--- src/rtl/tinydec_feed_if.sv ---
// Handshake bundle for tinydec_feed: byte input stream, block output stream and core req/ack.
// master is the feeder's view; slave is the view of the surrounding transport, sink and core.
interface tinydec_feed_if;
  logic [7:0]  in_data;
  logic        in_valid;
  logic        in_ready;
  logic [31:0] out_data;
  logic        out_valid;
  logic        out_ready;
  logic        core_req;
  logic [31:0] core_wdata;
  logic        core_ack;
  logic [31:0] core_rdata;

  modport master (
    input  in_data, in_valid, out_ready, core_ack, core_rdata,
    output in_ready, out_data, out_valid, core_req, core_wdata
  );

  modport slave (
    output in_data, in_valid, out_ready, core_ack, core_rdata,
    input  in_ready, out_data, out_valid, core_req, core_wdata
  );
endinterface

--- src/rtl/tinydec_feed.sv ---
// Byte-to-block feeder for the tinydec core: assembles 32-bit words, queues them, and runs one core
// request at a time. Define TINYDEC_FEED_BSWAP_EN for big-endian byte assembly.
module tinydec_feed #(
  parameter int DEPTH = 4,
  parameter int AW    = 2
) (
  input  logic           clk,
  input  logic           rstb,
  input  logic           flush,
  tinydec_feed_if.master bus,
  output logic [AW:0]    level,
  output logic           busy
);

  typedef enum logic [1:0] {
    IDLE  = 2'd0,
    ISSUE = 2'd1,
    RUN   = 2'd2
  } state_t;

  state_t        state;
  logic [1:0]    bc;
  logic [1:0]    lane;
  logic [31:0]   partial;
  logic [31:0]   assembled;
  logic [31:0]   mem [DEPTH];
  logic [AW-1:0] wptr;
  logic [AW-1:0] rptr;
  logic          full;
  logic          accept;
  logic          push;
  logic          pop;

  // in_ready is held low while rstb is asserted so the transport sees no capacity during reset.
  assign full         = (level == (AW+1)'(DEPTH));
  assign bus.in_ready = rstb && !full && !flush;
  assign accept       = bus.in_valid && bus.in_ready;
  assign push         = accept && (bc == 2'd3);
  assign pop          = (state == IDLE) && (level != '0) && !bus.out_valid
                        && bus.core_ack && !flush;
  assign busy         = (state != IDLE);

`ifdef TINYDEC_FEED_BSWAP_EN
  assign lane = ~bc;
`else
  assign lane = bc;
`endif

  always_comb begin
    assembled = partial;
    assembled[{lane, 3'b000} +: 8] = bus.in_data;
  end

  always_ff @(posedge clk or negedge rstb) begin
    if (!rstb) begin
      bc      <= 2'd0;
      partial <= '0;
      wptr    <= '0;
      rptr    <= '0;
      level   <= '0;
    end else if (flush) begin
      bc    <= 2'd0;
      wptr  <= '0;
      rptr  <= '0;
      level <= '0;
    end else begin
      if (accept) begin
        bc      <= bc + 2'd1;
        partial <= assembled;
      end
      if (push) wptr <= wptr + AW'(1);
      if (pop)  rptr <= rptr + AW'(1);
      if (push && !pop)      level <= level + (AW+1)'(1);
      else if (pop && !push) level <= level - (AW+1)'(1);
    end
  end

  always_ff @(posedge clk) begin
    if (push) mem[wptr] <= assembled;
  end

  // One block in flight: req is held until the core drops ack, result captured when ack returns.
  always_ff @(posedge clk or negedge rstb) begin
    if (!rstb) begin
      state          <= IDLE;
      bus.core_req   <= 1'b0;
      bus.core_wdata <= '0;
      bus.out_data   <= '0;
      bus.out_valid  <= 1'b0;
    end else begin
      if (bus.out_valid && bus.out_ready) bus.out_valid <= 1'b0;
      case (state)
        IDLE: begin
          if (pop) begin
            bus.core_wdata <= mem[rptr];
            bus.core_req   <= 1'b1;
            state          <= ISSUE;
          end
        end
        ISSUE: begin
          if (!bus.core_ack) begin
            bus.core_req <= 1'b0;
            state        <= RUN;
          end
        end
        RUN: begin
          if (bus.core_ack) begin
            bus.out_data  <= bus.core_rdata;
            bus.out_valid <= 1'b1;
            state         <= IDLE;
          end
        end
        default: state <= IDLE;
      endcase
    end
  end

endmodule

--- src/flat_wrapper.sv ---
// flat-port wrapper written by rule: the top's interface ports become plain ports
module tinydec_feed_flat 
#(
  parameter int DEPTH = 4,
  parameter int AW    = 2
)
  (clk, rstb, flush, level, busy, bus_in_data, bus_in_valid, bus_out_ready, bus_core_ack, bus_core_rdata, bus_in_ready, bus_out_data, bus_out_valid, bus_core_req, bus_core_wdata);
  tinydec_feed_if bus_i ();
  input  logic clk;
  input  logic rstb;
  input  logic flush;
  output logic [AW:0] level;
  output logic busy;
  input wire logic [$bits(bus_i.in_data)-1:0] bus_in_data;
  input wire logic [$bits(bus_i.in_valid)-1:0] bus_in_valid;
  input wire logic [$bits(bus_i.out_ready)-1:0] bus_out_ready;
  input wire logic [$bits(bus_i.core_ack)-1:0] bus_core_ack;
  input wire logic [$bits(bus_i.core_rdata)-1:0] bus_core_rdata;
  output wire logic [$bits(bus_i.in_ready)-1:0] bus_in_ready;
  output wire logic [$bits(bus_i.out_data)-1:0] bus_out_data;
  output wire logic [$bits(bus_i.out_valid)-1:0] bus_out_valid;
  output wire logic [$bits(bus_i.core_req)-1:0] bus_core_req;
  output wire logic [$bits(bus_i.core_wdata)-1:0] bus_core_wdata;
  assign bus_i.in_data = bus_in_data;
  assign bus_i.in_valid = bus_in_valid;
  assign bus_i.out_ready = bus_out_ready;
  assign bus_i.core_ack = bus_core_ack;
  assign bus_i.core_rdata = bus_core_rdata;
  assign bus_in_ready = bus_i.in_ready;
  assign bus_out_data = bus_i.out_data;
  assign bus_out_valid = bus_i.out_valid;
  assign bus_core_req = bus_i.core_req;
  assign bus_core_wdata = bus_i.core_wdata;
  tinydec_feed #(.DEPTH(DEPTH), .AW(AW)) u_core (.clk(clk), .rstb(rstb), .flush(flush), .bus(bus_i), .level(level), .busy(busy));
endmodule
--- config.mk ---
export PLATFORM = sky130hd
export DESIGN_NAME = tinydec_feed_flat
export DESIGN_NICKNAME = d
export VERILOG_FILES = /design/src/rtl/tinydec_feed_if.sv /design/src/rtl/tinydec_feed.sv /design/src/flat_wrapper.sv
export SDC_FILE = /design/constraint.sdc
export NUM_CORES = 1
export LEC_CHECK = 0
export ABC_CLOCK_PERIOD_IN_PS = 3500
export BUFFER_PORTS_ARGS = -buffer_cell sky130_fd_sc_hd__buf_4
export CAP_MARGIN = 0
export CORE_MARGIN = 2
export CORE_UTILIZATION = 45
export DETAILED_ROUTE_END_ITERATION = 10
export PLACE_DENSITY = 0.68
export RECOVER_POWER = 25
export SLEW_MARGIN = 20
export SYNTH_ARGS = -nofsm -noshare
export SYNTH_HDL_FRONTEND = slang
export SYNTH_SLANG_ARGS = --single-unit
--- constraint.sdc ---
create_clock -name clk -period 3.5 [get_ports clk]
set_clock_uncertainty 0.15 [all_clocks]
set_input_delay 0.525 -clock clk [delete_from_list [all_inputs] [get_ports clk]]
set_output_delay 0.525 -clock clk [all_outputs]
set_load 0.1 [all_outputs]
==> impl_results.md, run 1 <==
* Status: complete, but fails checks
* Failing checks: capacitance limit, slew limit
* First-pass GRT wire length at 30.2 mm
* Setup violators final at 0
* # rows at 53
* Crit-path leading delay family: buffers and inverters
* Initial antenna violation count at 0
* Worst-margin pin slew at 1.73 ns
* Setup TNS Final at 0 ns
* Seq/Total Area, Yosys at 67.8%
* Core Area at 0.0211 mm2
* Max Clk Rate at 348 MHz
* Die height at 151 um
* Area grow syn2layout at 20.0%
* Type of origin of the critical path: flop
* Post-CTS sizing at 0
* Crit-path cells: clkbuf_1, mux4_2, mux2_4
* Port Buffer Count at 116
* Synth Area per Inst at 17.2 um2
* Number of post-CTS setup repair buffers at 0
* Critical path class: flop to flop
* CTS H-tree depth at 1
* HP Class: primary input to asynchronous set/reset pin
* Root buf cell: clkbuf_16
* IO Pins at 117
* Critical path fanouts, max at 17
* Yosys warning total at 0
* Min Tclk post-route at 2.87 ns
* DIE WIDTH at 151 um
* Hold Vio Cnt, Final at 0
* Post-CTS Hold Buffers at 0
* Post-route ant nets at 0
* Worst R2R Start: u_core.rptr[1]
* Number of remaining DRC errors at 0
* Setup WS pre-CTS at 0.718 ns
* Synth Register Bits at 237
* Drt wl/cell at 19.3 um
* Crit path arrival time at 3.12 ns
* Starting Density at 46.0%
* Post-route setup slack at 0.629 ns
* CTS max path bufs at 3
* Clk_lat worst skew at 0.51 ns
* GR Overflow Total at 0
* GPL Wtd Cong at 0.764
* Antenna fix cells at 0
* Via Count at 5174
* Vias/cell at 5.22
* Clock sinks at 237
* Mapped cell area at 0.00969 mm2
* CP endpoint kind: flop
* Slew Limit Headroom at -15.2%
* Slowest CP cell: clkbuf_1
* Synth cell types at 40
* Worst Reg-to-Reg Cells at 3
* NumNets Final at 753
* Slack of the worst reg-to-reg path at 0.63 ns
* RR Endpoint: u_core.bus.core_wdata[29]
* Pins Over Slew Limit at 92
* Post-Route WL at 19.1 mm
* CP max stage delay at 1.02 ns
* First DRT Iteration DRCs at 380
* Final period util at 82.0%
* Synth Net Count at 619
* CP bufs+invs at 1
* Multi-input gate area at 0.00277 mm2
* Unrepaired setup endpoints after global routing: no
* First-pass iteration count of the detailed router at 4
* Dpl hpwl at 12.5 mm
* TritonCTS Buffers at 25
* Overall Global Routing Usage at 17.4%
* Layout cells sized above 1 at 42.5%
* Register Area at 0.00657 mm2
* Largest net degree at the start of global routing at 59
* Post-layout util at 55.1%
* Fill cells at 1689
* Die ar. at 0.0227 mm2
* CTS tree: done
* Max Cap Violations at 2
* Vias in the first global route at 5644
* Post-Syn Instances at 563
* Worst EP required at 3.75 ns
* Clock-pin slew on the worst setup and hold paths at 0.06 ns
-- synthesized netlist by cell type, drive strengths merged --
| library cell | n | area (um2) |
|---|---|---|
| nand4b | 2 | 17.5 |
| ha | 9 | 113 |
| and2 | 5 | 33.8 |
| o211a | 1 | 10.0 |
| mux2 | 99 | 1220 |
| or4b | 1 | 10.0 |
| a21oi | 1 | 5.00 |
| fa | 1 | 20.0 |
| xnor2 | 5 | 43.8 |
| edfxtp | 128 | 3840 |
| or2 | 2 | 15.0 |
| inv | 42 | 158 |
| a31o | 1 | 8.76 |
| a21o | 1 | 7.51 |
| nor3 | 2 | 10.0 |
| dfrtp | 109 | 2730 |
| nor4b | 1 | 23.8 |
| nor2 | 9 | 36.3 |
| nand2 | 35 | 131 |
| mux4 | 32 | 721 |
| nor3b | 2 | 26.3 |
| nor4bb | 4 | 40.0 |
| buf | 17 | 183 |
| o21ai | 36 | 180 |
| clkbuf | 9 | 33.8 |
| and4b | 1 | 10.0 |
| o31ai | 1 | 7.51 |
| nand3 | 3 | 15.0 |
| or3 | 1 | 6.26 |
| o21a | 1 | 15.0 |
| o311ai | 1 | 8.76 |
| nand4bb | 1 | 11.3 |
-- worst max-delay path by stage --
stage,from,end,cells past startpoint
final,u_core.rptr[1],u_core.bus.core_wdata[29],3
after global routing,u_core.rptr[1],u_core.bus.core_wdata[29],3
after CTS,u_core.bc[0],u_core.level[2],7
after detailed placement,bus_core_ack,u_core.level[2],8
after global placement,bus_core_ack,u_core.level[2],8
after floorplan,u_core.level[2],bus_in_ready,2
-- stage by stage --
step	instances	hold slack (ns)	cell area [um2]
final	991	0.0184	11600
after detailed placement	945	0.325	10900
after global placement	945	0.317	10900
after CTS	991	0.0141	11600
after floorplan	563	0.0794	9700
after global routing	991	0.0421	11600
-- sequential cells by signal, summed over array words and instances (netlist names) --
register               count
u_core.bus.core_wdata     32
u_core.bus.out_valid       1
u_core.bc                  2
u_core.mem               128
u_core.wptr                2
u_core.rptr                2
u_core.bus.core_req        1
u_core.partial            32
u_core.bus.out_data       32
u_core.state               2
u_core.level               3
-- layout make-up --
| type | count | share of cell area [%] |
|---|---|---|
| Tap cell | 275 | 2.96 |
| Sequential cell | 237 | 56.5 |
| Inverter | 42 | 1.36 |
| Clock buffer | 36 | 5.99 |
| Clock inverter | 10 | 0.753 |
| Timing Repair Buffer | 133 | 8.61 |
| Multi-Input combinational cell | 258 | 23.8 |
-- metal layers --
metal	up-vias	part of all wire (%)	wire [um]	global-route usage (%)
met5	-	0	0	0
met4	0	2.2	418	6.17
met3	34	3.9	749	2.42
met2	116	54	10400	30.9
met1	2693	40	7580	22.0
li1	2331	-	-	-
-- worst reg2reg max path, cell delays in order (launching register included) --
cell      delay (ns)
dfrtp_1         0.84
clkbuf_1        1.02
mux4_2          0.47
mux2_4          0.27
-- layout by cell type (no fill, tap or decap), drive strengths merged, types with 2 or more instances in the layout --
master	count
or2	2
nor2	9
clkinvlp	2
xnor2	5
nand2	35
nand4b	2
buf	129
nor4bb	4
o21ai	36
mux2	99
ha	9
dfrtp	109
and2	5
inv	44
edfxtp	128
nor3	2
clkbuf	40
mux4	32
nand3	3
nor3b	2
clkinv	5
-- cell families (layout without fill, tap and decap cells) --
logic type	after synthesis	in the layout	share of synthesized area, %
AOI/OAI and AO/OA	43	43	2.50
xor gates and xnor gates	5	5	0.452
adders and majority gates	10	10	1.37
buffers and inverters	68	221	3.86
DFF	237	237	67.8
muxes	131	131	20.0
and+or+nand+nor	69	69	3.99
Power of run 1 is not shown: default switching activity piles up to over one toggle a cycle in this logic, so the estimate is an artifact.
==> run 2: changes to the inputs <==
--- a/config.mk
+++ b/config.mk
@@ -5,7 +5,7 @@
 export SDC_FILE = /design/constraint.sdc
 export NUM_CORES = 1
 export LEC_CHECK = 0
-export ABC_CLOCK_PERIOD_IN_PS = 3500
+export ABC_CLOCK_PERIOD_IN_PS = 2800
 export BUFFER_PORTS_ARGS = -buffer_cell sky130_fd_sc_hd__buf_4
 export CAP_MARGIN = 0
 export CORE_MARGIN = 2
==> constraint.sdc (replaced) <==
create_clock -name clk -period 2.8 [get_ports clk]
set_clock_uncertainty 0.15 [all_clocks]
set_input_delay 0.42 -clock clk [delete_from_list [all_inputs] [get_ports clk]]
set_output_delay 0.42 -clock clk [all_outputs]
set_load 0.1 [all_outputs]
==> impl_results.md, run 2 (synthesis gave the netlist of run 1 again) <==
* Status: complete, no violations (was complete, but fails checks)
* Register Area at 0.00658 mm2 (was 0.00657 mm2)
* First DRT Iteration DRCs at 361 (was 380)
* CTS H-tree depth at 1 (unchanged)
* Overall Global Routing Usage at 17.8% (was 17.4%)
* # rows at 53 (unchanged)
* Max Clk Rate at 377 MHz
* Post-Route WL at 20.0 mm (was 19.1 mm)
* Die height at 151 um (unchanged)
* Core Area at 0.0211 mm2 (unchanged)
* Max Cap Violations at 0 (was 2)
* First-pass GRT wire length at 31.0 mm (was 30.2 mm)
* Multi-input gate area at 0.00277 mm2 (about the same)
* IO Pins at 117 (unchanged)
* Commonest non-fill, non-tap cell in the layout: edfxtp_1
* Hold Crit Start: bus_core_rdata[27]
* Worst-margin pin slew at 1.23 ns (was 1.73 ns)
* Most frequent cells in the layout: edfxtp_1 (128), dfrtp_1 (105), buf_4 (71), clkbuf_1 (68), mux2_2 (66) (was buf_4 (128), edfxtp_1 (128), dfrtp_1 (108), mux2_2 (66), inv_1 (42))
* Crit path arrival time at 2.88 ns (was 3.12 ns)
* HP Class: primary input to flop (was primary input to asynchronous set/reset pin)
* Max FFs per register at 128 (unchanged)
* Number of remaining DRC errors at 0 (unchanged)
* Setup TNS Final at 0 ns (unchanged)
* Top routing layer used: met4 (unchanged)
* Post-CTS sizing at 0 (unchanged)
* Vias/cell at 5.13 (was 5.22)
* Initial antenna violation count at 0 (unchanged)
* Setup violators final at 0 (unchanged)
* GPL Wtd Cong at 0.814 (was 0.764)
* Clk_lat worst skew at 0.51 ns (about the same)
* Most flops, register: u_core.mem (unchanged)
* DIE WIDTH at 151 um (unchanged)
* Drt wl/cell at 19.4 um (was 19.3 um)
* Clock-pin slew on the worst setup and hold paths at 0.06 ns (about the same)
* Hold Vio Cnt, Final at 0 (unchanged)
* Dpl hpwl at 13.0 mm (was 12.5 mm)
* Met2 WL at 10.5 mm (was 10.4 mm)
* Worst EP required at 3.03 ns (was 3.75 ns)
* Pins Over Slew Limit at 0 (was 92)
* Clock sinks at 237 (unchanged)
* Post-route ant nets at 0 (unchanged)
* Critical Path Source: bus_core_ack (was u_core.rptr[1])
* Met3 wire length at 1.01 mm (was 749 um)
* Final period util at 94.7%
* Area grow syn2layout at 22.8% (was 20.0%)
* Slew Limit Headroom at 18.1% (was -15.2%)
* Worst R2R Start: u_core.state[0] (was u_core.rptr[1])
* Fill cells at 1689 (unchanged)
* TritonCTS Buffers at 25 (unchanged)
* Antenna fix cells at 0 (unchanged)
* CTS max path bufs at 3 (unchanged)
* Starting Density at 46.0% (unchanged)
* Vias in the first global route at 5771 (was 5644)
* NumNets Final at 791 (was 753)
* First-pass iteration count of the detailed router at 4 (unchanged)
* GR Overflow Total at 0 (unchanged)
* Unrepaired setup endpoints after global routing: no (unchanged)
* Type of origin of the critical path: primary input (was flop)
* Post-Route M1 WL at 8.07 mm (was 7.58 mm)
* Root buf cell: clkbuf_16 (unchanged)
* Largest net degree at the start of global routing at 65 (was 59)
* Die ar. at 0.0227 mm2 (unchanged)
* Min Tclk post-route at 2.65 ns
* Via Count at 5282 (was 5174)
* Critical path class: primary input to flop (was flop to flop)
* Critical path fanouts, max at 6 (was 17)
* CP endpoint kind: flop (unchanged)
* CTS tree: done (unchanged)
* Layout cells sized above 1 at 33.4% (was 42.5%)
* Port Buffer Count at 116 (unchanged)
==> run 2: worst max-delay path, cell delays in order <==
cell           delay (ns)
dlygate4sd3_1        0.53
buf_4                0.12
nor4b_4              0.31
o21a_4               0.23
nor3_1               0.07
fa_1                 0.42
nor3_1               0.23
or4b_1               0.45
o311ai_0             0.11
==> run 2: per-layer routing <==
metal  vias to the layer above  global-route usage, %
li1                       2406                      -
met4                         0                   5.33
met1                      2716                   23.0
met3                        37                   2.61
met5                         -                      0
met2                       123                   31.2
==> run 2: repair_timing <==
item / in CTS / in global routing
setup endpoints to repair: 0 / 0
endpoints found under the hold margin: 34 / 0
hold buffers: 33 / 0
setup buffers: 0 / 0
==> run 2: path summary, 6_finish.rpt <==
kind                                           endpoint  slack [ns]  depth (start not counted)
worst max register to register          u_core.level[2]        0.16                          7
worst min register to register      u_core.bus.core_req        0.34                          1
min in group asynchronous                u_core.wptr[1]        0.23                          2
max in group asynchronous               u_core.level[1]        0.52                          4
worst min-delay path            u_core.bus.out_data[27]       0.008                          2
worst max-delay path                    u_core.level[2]        0.15                          9
==> run 2: metrics by stage <==
stage               hold WS [ns]  utilization, %  area [um2]  worst slack, ns  cells
finish                   0.00848            56.4       11900            0.148   1029
detailed placement        0.0816            51.7       10900            0.163    950
global placement          0.0817            51.7       10900            0.212    950
floorplan                -0.0256               -        9710          0.00841    563
global route             0.00596            56.4       11900           0.0127   1029
CTS                    0.0000910            57.6       12100            0.127   1029
==> run 2: layout make-up <==
| cell class | count | area share [%] |
|---|---|---|
| inverter | 42 | 1.32 |
| tap | 275 | 2.89 |
| clock buffer | 29 | 5.47 |
| timing repair buffer | 171 | 9.52 |
| multi-input combinational | 258 | 23.3 |
| sequential | 237 | 55.3 |
| clock inverter | 17 | 2.23 |
Power of run 2 is left out for the same reason.
==> run 3: changes to the inputs <==
--- a/config.mk
+++ b/config.mk
@@ -5,13 +5,13 @@
 export SDC_FILE = /design/constraint.sdc
 export NUM_CORES = 1
 export LEC_CHECK = 0
-export ABC_CLOCK_PERIOD_IN_PS = 2800
-export BUFFER_PORTS_ARGS = -buffer_cell sky130_fd_sc_hd__buf_4
+export ABC_CLOCK_PERIOD_IN_PS = 2200
+export BUFFER_PORTS_ARGS = -buffer_cell sky130_fd_sc_hd__buf_2
 export CAP_MARGIN = 0
 export CORE_MARGIN = 2
 export CORE_UTILIZATION = 45
 export DETAILED_ROUTE_END_ITERATION = 10
-export PLACE_DENSITY = 0.68
+export PLACE_DENSITY = 0.71
 export RECOVER_POWER = 25
 export SLEW_MARGIN = 20
 export SYNTH_ARGS = -nofsm -noshare
==> constraint.sdc (replaced) <==
create_clock -name clk -period 2.2 [get_ports clk]
set_clock_uncertainty 0.15 [all_clocks]
set_input_delay 0.33 -clock clk [delete_from_list [all_inputs] [get_ports clk]]
set_output_delay 0.33 -clock clk [all_outputs]
set_load 0.1 [all_outputs]
==> impl_results.md, run 3 (synthesis gave the netlist of run 1 again) <==
* NumNets Final at 811 (was 791)
* Core Area at 0.0211 mm2 (unchanged)
* Critical path fanouts, max at 2 (was 6)
* Vias/cell at 5.21 (was 5.13)
* Layout cells sized above 1 at 48.1% (was 33.4%)
* Type of origin of the critical path: flop (was primary input)
* First-pass iteration count of the detailed router at 4 (unchanged)
* Unrepaired setup endpoints after global routing: yes (was no)
* Failing checks: setup timing
* Hold Slack at 0.0716 ns (was 0.00848 ns)
* Slowest CP cell: dfrtp_4 (was dlygate4sd3_1)
* Pins Over Slew Limit at 0 (unchanged)
* GPL Wtd Cong at 0.744 (was 0.814)
* Critical path class: flop to flop (was primary input to flop)
* Number of remaining DRC errors at 0 (unchanged)
* Largest net degree at the start of global routing at 64 (was 65)
* GR Overflow Total at 0 (unchanged)
* Max FFs per register at 128 (unchanged)
* CTS H-tree depth at 1 (unchanged)
* Crit-path leading delay family: simple AND/OR/NAND/NOR gates (unchanged)
* CP bufs+invs at 0 (was 2)
* Port Buffer Count at 116 (unchanged)
* Die ar. at 0.0227 mm2 (unchanged)
* Hold Vio Cnt, Final at 0 (unchanged)
* Max Clk Rate at 432 MHz
* Slew Limit Headroom at 41.7% (was 18.1%)
* CTS max path bufs at 3 (unchanged)
* Die height at 151 um (unchanged)
* # rows at 53 (unchanged)
* Antenna fix cells at 0 (unchanged)
* Drt wl/cell at 19.5 um (was 19.4 um)
* Worst-margin pin slew at 0.875 ns (was 1.23 ns)
* CTS tree: done (unchanged)
* Status: complete, but fails checks (was complete, no violations)
* CP max stage delay at 0.49 ns (was 0.53 ns)
* Root buf cell: clkbuf_16 (unchanged)
* Max Cap Violations at 0 (unchanged)
* Most flops, register: u_core.mem (unchanged)
* Clk_lat worst skew at 0.51 ns (about the same)
* Crit-path cells: nor4b_4, o21a_4, nor3_2, fa_2, nor3_4, or4b_4, o311ai_2 (was dlygate4sd3_1, buf_4, nor4b_4, o21a_4, nor3_1, fa_1, nor3_1, or4b_1, o311ai_0)
* Commonest non-fill, non-tap cell in the layout: edfxtp_1 (unchanged)
* Area grow syn2layout at 27.0% (was 22.8%)
* Most frequent cells in the layout: edfxtp_1 (128), buf_2 (113), dfrtp_1 (104), mux2_2 (66), inv_1 (42) (was edfxtp_1 (128), dfrtp_1 (105), buf_4 (71), clkbuf_1 (68), mux2_2 (66))
* Overall Global Routing Usage at 18.1% (was 17.8%)
* First-pass GRT wire length at 31.5 mm (was 31.0 mm)
* HP Class: primary input to flop (unchanged)
* Post-route ant nets at 0 (unchanged)
* TritonCTS Buffers at 24 (was 25)
* Post-Route WL at 20.4 mm (was 20.0 mm)
* Initial antenna violation count at 0 (unchanged)
* Starting Density at 46.0% (unchanged)
* Crit path arrival time at 2.58 ns (was 2.88 ns)
* Setup violators final at 2 (was 0)
* Final period util at 105%
* Clock-pin slew on the worst setup and hold paths at 0.06 ns (about the same)
* Post-route setup slack at -0.113 ns (was 0.148 ns)
* First DRT Iteration DRCs at 291 (was 361)
* IO Pins at 117 (unchanged)
* Via Count at 5465 (was 5282)
* DIE WIDTH at 151 um (unchanged)
* Min Tclk post-route at 2.31 ns
* Dpl hpwl at 12.5 mm (was 13.0 mm)
* Vias in the first global route at 5775 (was 5771)
* CP endpoint kind: flop (unchanged)
* Worst EP required at 2.46 ns (was 3.03 ns)
* Clock sinks at 237 (unchanged)
[run 3: cell count changes in the layout (fill, tap and decap cells not counted), moves of 12 or more]
cell	before	now
o21ai_0	36	5
clkbuf_1	68	5
buf_2	0	113
buf_12	1	13
o21ai_2	0	23
buf_4	71	26
[run 3: what timing repair did]
action / CTS / global route
buffers inserted: 2 / 0
pin swaps: 4 / 3
hold endpoints to repair: 80 / 0
cloned: 0 / 1
hold buffers: 35 / 0
endpoints found under the setup margin: 7 / 159
resized for setup: 9 / 54
[run 3: tightest hold or removal path: stages]
cell	delay (ns)
buf_2	0.12
nand4bb_1	0.13
o21ai_0	0.10
[run 3: final cells by class]
cell class	count	area [um2]
fillers	1522	8780
flip-flops and latches	237	6580
multi-input cells	258	2930
repair buffers	192	1420
clock buffers	32	713
well taps	275	344
clock inverters	12	165
inverters	42	158
[run 3: per-layer routing]
metal  global-route usage, %  share of wire (%)  vias to the layer above
met5                       0                  0                        -
li1                        -                  -                     2459
met3                    2.73                3.8                       40
met2                    32.4                 54                      117
met1                    22.5                 40                     2849
met4                    6.26                2.7                        0
[run 3: metrics by stage]
stage | setup slack (ns) | instances | utilization [%] | setup TNS, ns | area (um2)
2_1_floorplan | -0.304 | 563 | - | -0.459 | 9740
3_3_place_gp | -0.108 | 966 | 51.8 | -0.108 | 10900
3_5_place_dp | -0.127 | 966 | 51.8 | -0.127 | 10900
4_1_cts | -0.0976 | 1047 | 57.7 | -0.181 | 12200
5_1_grt | -0.189 | 1048 | 58.4 | -3.71 | 12300
6_report | -0.113 | 1048 | 58.4 | -0.214 | 12300
[run 3: worst paths after layout]
check	startpoint	endpoint	slack, ns	depth (start not counted)
setup reg to reg	u_core.bus.out_valid	u_core.level[2]	-0.11	7
max in group asynchronous	rstb	u_core.bus.out_data[19]	0.48	4
setup / recovery	u_core.bus.out_valid	u_core.level[2]	-0.11	7
hold reg to reg	u_core.bus.core_req	u_core.bus.core_req	0.34	1
min in group asynchronous	rstb	u_core.partial[6]	0.76	4
hold / removal	bus_in_valid	u_core.bc[0]	0.07	3
Power of run 3 is left out for the same reason.
